===== config.mk =====
export PLATFORM = sky130hd
export DESIGN_NAME = key_button_debounce
export DESIGN_NICKNAME = d
export VERILOG_FILES = /design/src/rtl/key_pkg.sv /design/src/rtl/debounce_cell.sv /design/src/rtl/key_button_debounce.sv
export SDC_FILE = /design/constraint.sdc
export NUM_CORES = 1
export LEC_CHECK = 0
export CAP_MARGIN = 10
export CORE_ASPECT_RATIO = 1.4
export CORE_UTILIZATION = 30
export CTS_CLUSTER_SIZE = 10
export DETAILED_ROUTE_END_ITERATION = 10
export PLACE_DENSITY = 0.55
export RECOVER_POWER = 100
export SYNTH_ARGS = -nofsm -noshare
export SYNTH_HDL_FRONTEND = slang
export SYNTH_SLANG_ARGS = --single-unit

===== constraint.sdc =====
create_clock -name clk_1MHz -period 4.6 [get_ports clk_1MHz]
set_input_delay 1.15 -clock clk_1MHz [delete_from_list [all_inputs] [get_ports clk_1MHz]]
set_output_delay 1.15 -clock clk_1MHz [all_outputs]
set_load 0.05 [all_outputs]

===== src/rtl/key_pkg.sv =====
// Shared constants and types for the key-conditioning path.
//   N_KEYS_DEFAULT : width of the key vector feeding the 12-key decoder
//   DEBOUNCE_1MS   : debounce length for 1 ms at 1 MHz
//   DEBOUNCE_10MS  : debounce length for 10 ms at 1 MHz
//   key_vec_t      : one bit per key, 1 = pressed
package key_pkg;

  localparam int N_KEYS_DEFAULT = 12;
  localparam int DEBOUNCE_1MS   = 1000;
  localparam int DEBOUNCE_10MS  = 10000;

  typedef logic [N_KEYS_DEFAULT-1:0] key_vec_t;

endpackage


===== src/rtl/debounce_cell.sv =====
// Single-key conditioner: 2-flop synchroniser, stability counter and
// registered press/release strobes.
// Ports:
//   clk_1MHz      : system clock
//   rst_n         : asynchronous active-low reset, clears every flop
//   enable        : 0 clears counter, stable level and strobes on the next edge
//   key_raw       : raw asynchronous key level, 1 = pressed
//   key_stable    : debounced level
//   press_pulse   : one-cycle strobe on an accepted 0->1 change
//   release_pulse : one-cycle strobe on an accepted 1->0 change
module debounce_cell
  import key_pkg::*;
#(
  parameter int DEBOUNCE_CYCLES = DEBOUNCE_10MS
) (
  input  logic clk_1MHz,
  input  logic rst_n,
  input  logic enable,
  input  logic key_raw,
  output logic key_stable,
  output logic press_pulse,
  output logic release_pulse
);

  localparam int              CNT_W    = $clog2(DEBOUNCE_CYCLES + 1);
  localparam logic [CNT_W-1:0] CNT_LAST = CNT_W'(DEBOUNCE_CYCLES - 1);

  logic             s1;
  logic             s2;
  logic [CNT_W-1:0] cnt;

  always_ff @(posedge clk_1MHz or negedge rst_n) begin
    if (!rst_n) begin
      s1            <= 1'b0;
      s2            <= 1'b0;
      cnt           <= '0;
      key_stable    <= 1'b0;
      press_pulse   <= 1'b0;
      release_pulse <= 1'b0;
    end else begin
      // synchroniser stage: keeps running even while disabled
      s1 <= key_raw;
      s2 <= s1;

      // debounce stage
      press_pulse   <= 1'b0;
      release_pulse <= 1'b0;
      if (!enable) begin
        // forced clear is silent: no release strobe
        cnt        <= '0;
        key_stable <= 1'b0;
      end else if (s2 == key_stable) begin
        // any return to the stable level restarts the count
        cnt <= '0;
      end else if (cnt == CNT_LAST) begin
        key_stable    <= s2;
        cnt           <= '0;
        press_pulse   <= s2;
        release_pulse <= ~s2;
      end else begin
        cnt <= cnt + 1'b1;
      end
    end
  end

endmodule


===== src/rtl/key_button_debounce.sv =====
// Upstream conditioning for the 12-key button decoder: synchronises the raw
// key vector into clk_1MHz and debounces every key independently.
// Ports:
//   clk_1MHz       : system clock, 1 MHz
//   rst_n          : asynchronous active-low reset
//   enable         : 1 = debouncing active, 0 = outputs forced low
//   key_button_raw : raw asynchronous key levels, 1 = pressed
//   key_button_out : debounced levels, drives the decoder's key_button_in
//   press_pulse    : per-key one-cycle strobe on accepted press
//   release_pulse  : per-key one-cycle strobe on accepted release
module key_button_debounce
  import key_pkg::*;
#(
  parameter int N_KEYS          = N_KEYS_DEFAULT,
  parameter int DEBOUNCE_CYCLES = DEBOUNCE_10MS
) (
  input  logic              clk_1MHz,
  input  logic              rst_n,
  input  logic              enable,
  input  logic [N_KEYS-1:0] key_button_raw,
  output logic [N_KEYS-1:0] key_button_out,
  output logic [N_KEYS-1:0] press_pulse,
  output logic [N_KEYS-1:0] release_pulse
);

  // Keys are fully independent; several may be accepted in the same cycle.
  for (genvar k = 0; k < N_KEYS; k++) begin : g_key
    debounce_cell #(
      .DEBOUNCE_CYCLES(DEBOUNCE_CYCLES)
    ) u_cell (
      .clk_1MHz     (clk_1MHz),
      .rst_n        (rst_n),
      .enable       (enable),
      .key_raw      (key_button_raw[k]),
      .key_stable   (key_button_out[k]),
      .press_pulse  (press_pulse[k]),
      .release_pulse(release_pulse[k])
    );
  end

endmodule


==> results.yml <==
outcome:
  outcome: "complete, but fails checks"
  violations: "max-capacitance violations, max-slew violations"
synth:
  synth_top_family_by_area: "simple AND/OR/NAND/NOR gates"
  yosysTopAreaCell: "dfrtp_1"
  synth.mux.area_fraction_pct: 1.13
  yosysMostFrequentCell: "dfrtp_1"
  synth_ff_type: "dfrtp_1"
  syn_nets: 1067
  synth-compound-area-share_pct: 0.235
  synth_seq_cells: 228
  synth-async-reset-ratio_pct: 100
  synth_cell_type_count: 29
  synth_top_area_share_pct: 53.7
  yosys.area_share.simple_pct: 24.3
  syn_avg_cell_area_um2: 10.3
  synth-adder-area-share_pct: 2.83
  synth_common_cells: "dfrtp_1, nor2_1, xnor2_1, nand3_1, xor2_1"
  syn_inst: 1028
  yosysWarnings: 0
  syn_area_um2: 10600
  synthTopCellsByArea: "dfrtp_1, xnor2_1, nor2_1, xor2_1, nand3_1"
  synth_xor_area_share_pct: 12.7
  seq_area_frac_synth_pct: 53.7
  synth_edf_count: 0
clocking:
  clk_latency_ns: 0.54
  numCtsBuffers: 27
  cts_root_buffer: "clkbuf_16"
  htreeDepth: 1
  tritoncts: "built"
  clock_path_buffers: 3
  cts.sinks: 228
  cts_setup_buffers: 0
  cts_resized: 0
  path_clk_slew_ns: 0.05
  holdBufCountCts: 0
critical_path:
  path_buf_inv: 1
  r2r_setup_slack_ns: 2.24
  ff2ff_path_depth: 4
  end_kind: "asynchronous set/reset pin"
  cp.depth: 1
  path_cells: "clkbuf_2"
  critical_path.max_stage_delay_ns: 1.89
  crit_type: "input port to asynchronous set/reset pin"
  r2r_end: "g_key[4].u_cell.cnt[3]"
  timing.critical_path.slowest_stage_cell: "clkbuf_2"
  cp-start-kind: "input port"
  path_delay_family: "buffers and inverters"
  cp_data_required_time_ns: 4.64
  cp_max_fo: 107
  arrival_ns: 3.16
  reg2reg_from: "g_key[4].u_cell.cnt[6]"
routing:
  first_pass_iters: 4
  vias: 7011
  drt_iter0_markers: 242
  drc_errors: 0
  post_drt_wl_per_cell_um: 13.2
  wl_met3_um: 650
  routed_via_density: 4.66
  routed_wirelength_mm: 19.9
  dr_wl_met2_mm: 10.1
  highest_layer: "met4"
  wl_met1_mm: 8.63
  antenna_left: 0
min_path:
  worstHoldStart: "g_key[1].u_cell.s1"
  min_path_cells: 0
  whs_endpoint: "g_key[1].u_cell.s2"
  hold_class: "flop to flop"
die:
  initial_core_util_pct: 30.5
  die_h_um: 225
  die_area_um2: 36200
  placementRows: 81
  die_x_um: 161
  boundaryPins: 51
  core-area_um2: 34900
sta:
  fin_tns_setup_ns: 0
  worst_pin_slew_ns: 2.79
  rsz0062_at_grt: "false"
  period_share_pct: 67.9
  slew_headroom_pct: -85.9
  finClkSkew_ns: 0.0167
  finalMaxSlewViolations: 107
  setup_viol: 0
  layout_min_cycle_time_ns: 3.12
  max_freq_mhz: 320
  setup_ws_ns: 1.48
  hold_violations: 0
pwr:
  power.density_nw_per_um2: 338
  peakVddDrop_v: 0.000209
  power.total_w: 0.00405
  p_leak_nw: 4.92
cells_and_area:
  finalNetCount: 1081
  drive_gt1_share_pct: 3.63
  finalInstanceArea_um2: 12000
  syn2layout_area_growth_pct: 13.0
  regArea_um2: 5710
  antenna_cells: 0
  multi_input_area_um2: 4340
  fill_cells: 3571
place:
  pre_cts_ws_ns: 1.15
  dpl_cell_area_um2: 11300
  gp_congestion: 0.761
  portBuffers: 50
  place_hpwl_mm: 13.3
global_route:
  gr-usage-all-layers_pct: 11.6
  grt_overflow: 0
  antenna_found_initial: 0
  grt_max_degree: 108
  grt_pass1_vias: 7159
  grt_pass1_wl_mm: 34.9
flow_run:
  cap_violations: 1
cell usage in the layout (no fill, tap or decap), types with 4 or more instances in the layout:
cell type      instances
dfrtp_1              228
nor2_1               202
xnor2_1              101
nand3_1               74
xor2_1                53
dlygate4sd3_1         49
nand2_1               44
nand4_1               42
nor4_1                33
nor3_1                30
inv_1                 28
clkbuf_16             27
ha_1                  24
nor3b_1               22
or3_1                 18
and3_1                15
mux2i_1               12
or4b_1                 9
or4_1                  8
and4_1                 4
worst max path at each step:
stage	start	to
4_1_cts	g_key[10].u_cell.key_stable	key_button_out[10]
5_1_grt	rst_n	g_key[8].u_cell.cnt[5]
3_3_place_gp	enable	g_key[4].u_cell.cnt[13]
3_5_place_dp	enable	g_key[4].u_cell.cnt[13]
6_report	rst_n	g_key[11].u_cell.cnt[1]
2_1_floorplan	enable	g_key[9].u_cell.cnt[6]
power breakdown:
group	total, W	switching (W)	internal (W)
Combinational	0.000107	0.0000798	0.0000271
Sequential	0.00205	0.0000258	0.00203
Clock	0.00189	0.000778	0.00111
Total	0.00405	0.000884	0.00317
logic make-up after synthesis:
| logic type | Yosys count |
|---|---|
| AOI/OAI and AO/OA | 4 |
| xor gates and xnor gates | 154 |
| adders and majority gates | 24 |
| buffers and inverters | 97 |
| DFF | 228 |
| muxes | 12 |
| and+or+nand+nor | 509 |
area by class of cell:
cell class,instances,area share [%]
sequential,228,47.5
clock inverter,3,0.365
multi-input combinational,703,36.2
inverter,28,0.875
clock buffer,31,5.84
timing repair buffer,54,4.48
tap,456,4.75
per-layer routing:
layer  vias to the layer above  track usage (%)
met1                      3454             14.2
met3                        32             1.79
met2                        84             20.4
met5                         -                0
li1                       3441                -
met4                         0             4.41
flip-flops by register name (all words and copies together), names as in the netlist:
| signal | count |
|---|---|
| g_key.u_cell.cnt | 168 |
| g_key.u_cell.key_stable | 12 |
| g_key.u_cell.press_pulse | 12 |
| g_key.u_cell.release_pulse | 12 |
| g_key.u_cell.s1 | 12 |
| g_key.u_cell.s2 | 12 |
stage by stage:
stage	util, %	hold slack, ns	instances
2_1_floorplan	-	0.331	1028
3_3_place_gp	32.4	0.332	1469
6_report	34.4	0.346	1503
4_1_cts	34.6	0.349	1503
3_5_place_dp	32.4	0.337	1469
5_1_grt	34.4	0.352	1503
No activity file was read; power rests on OpenSTA's default activity.
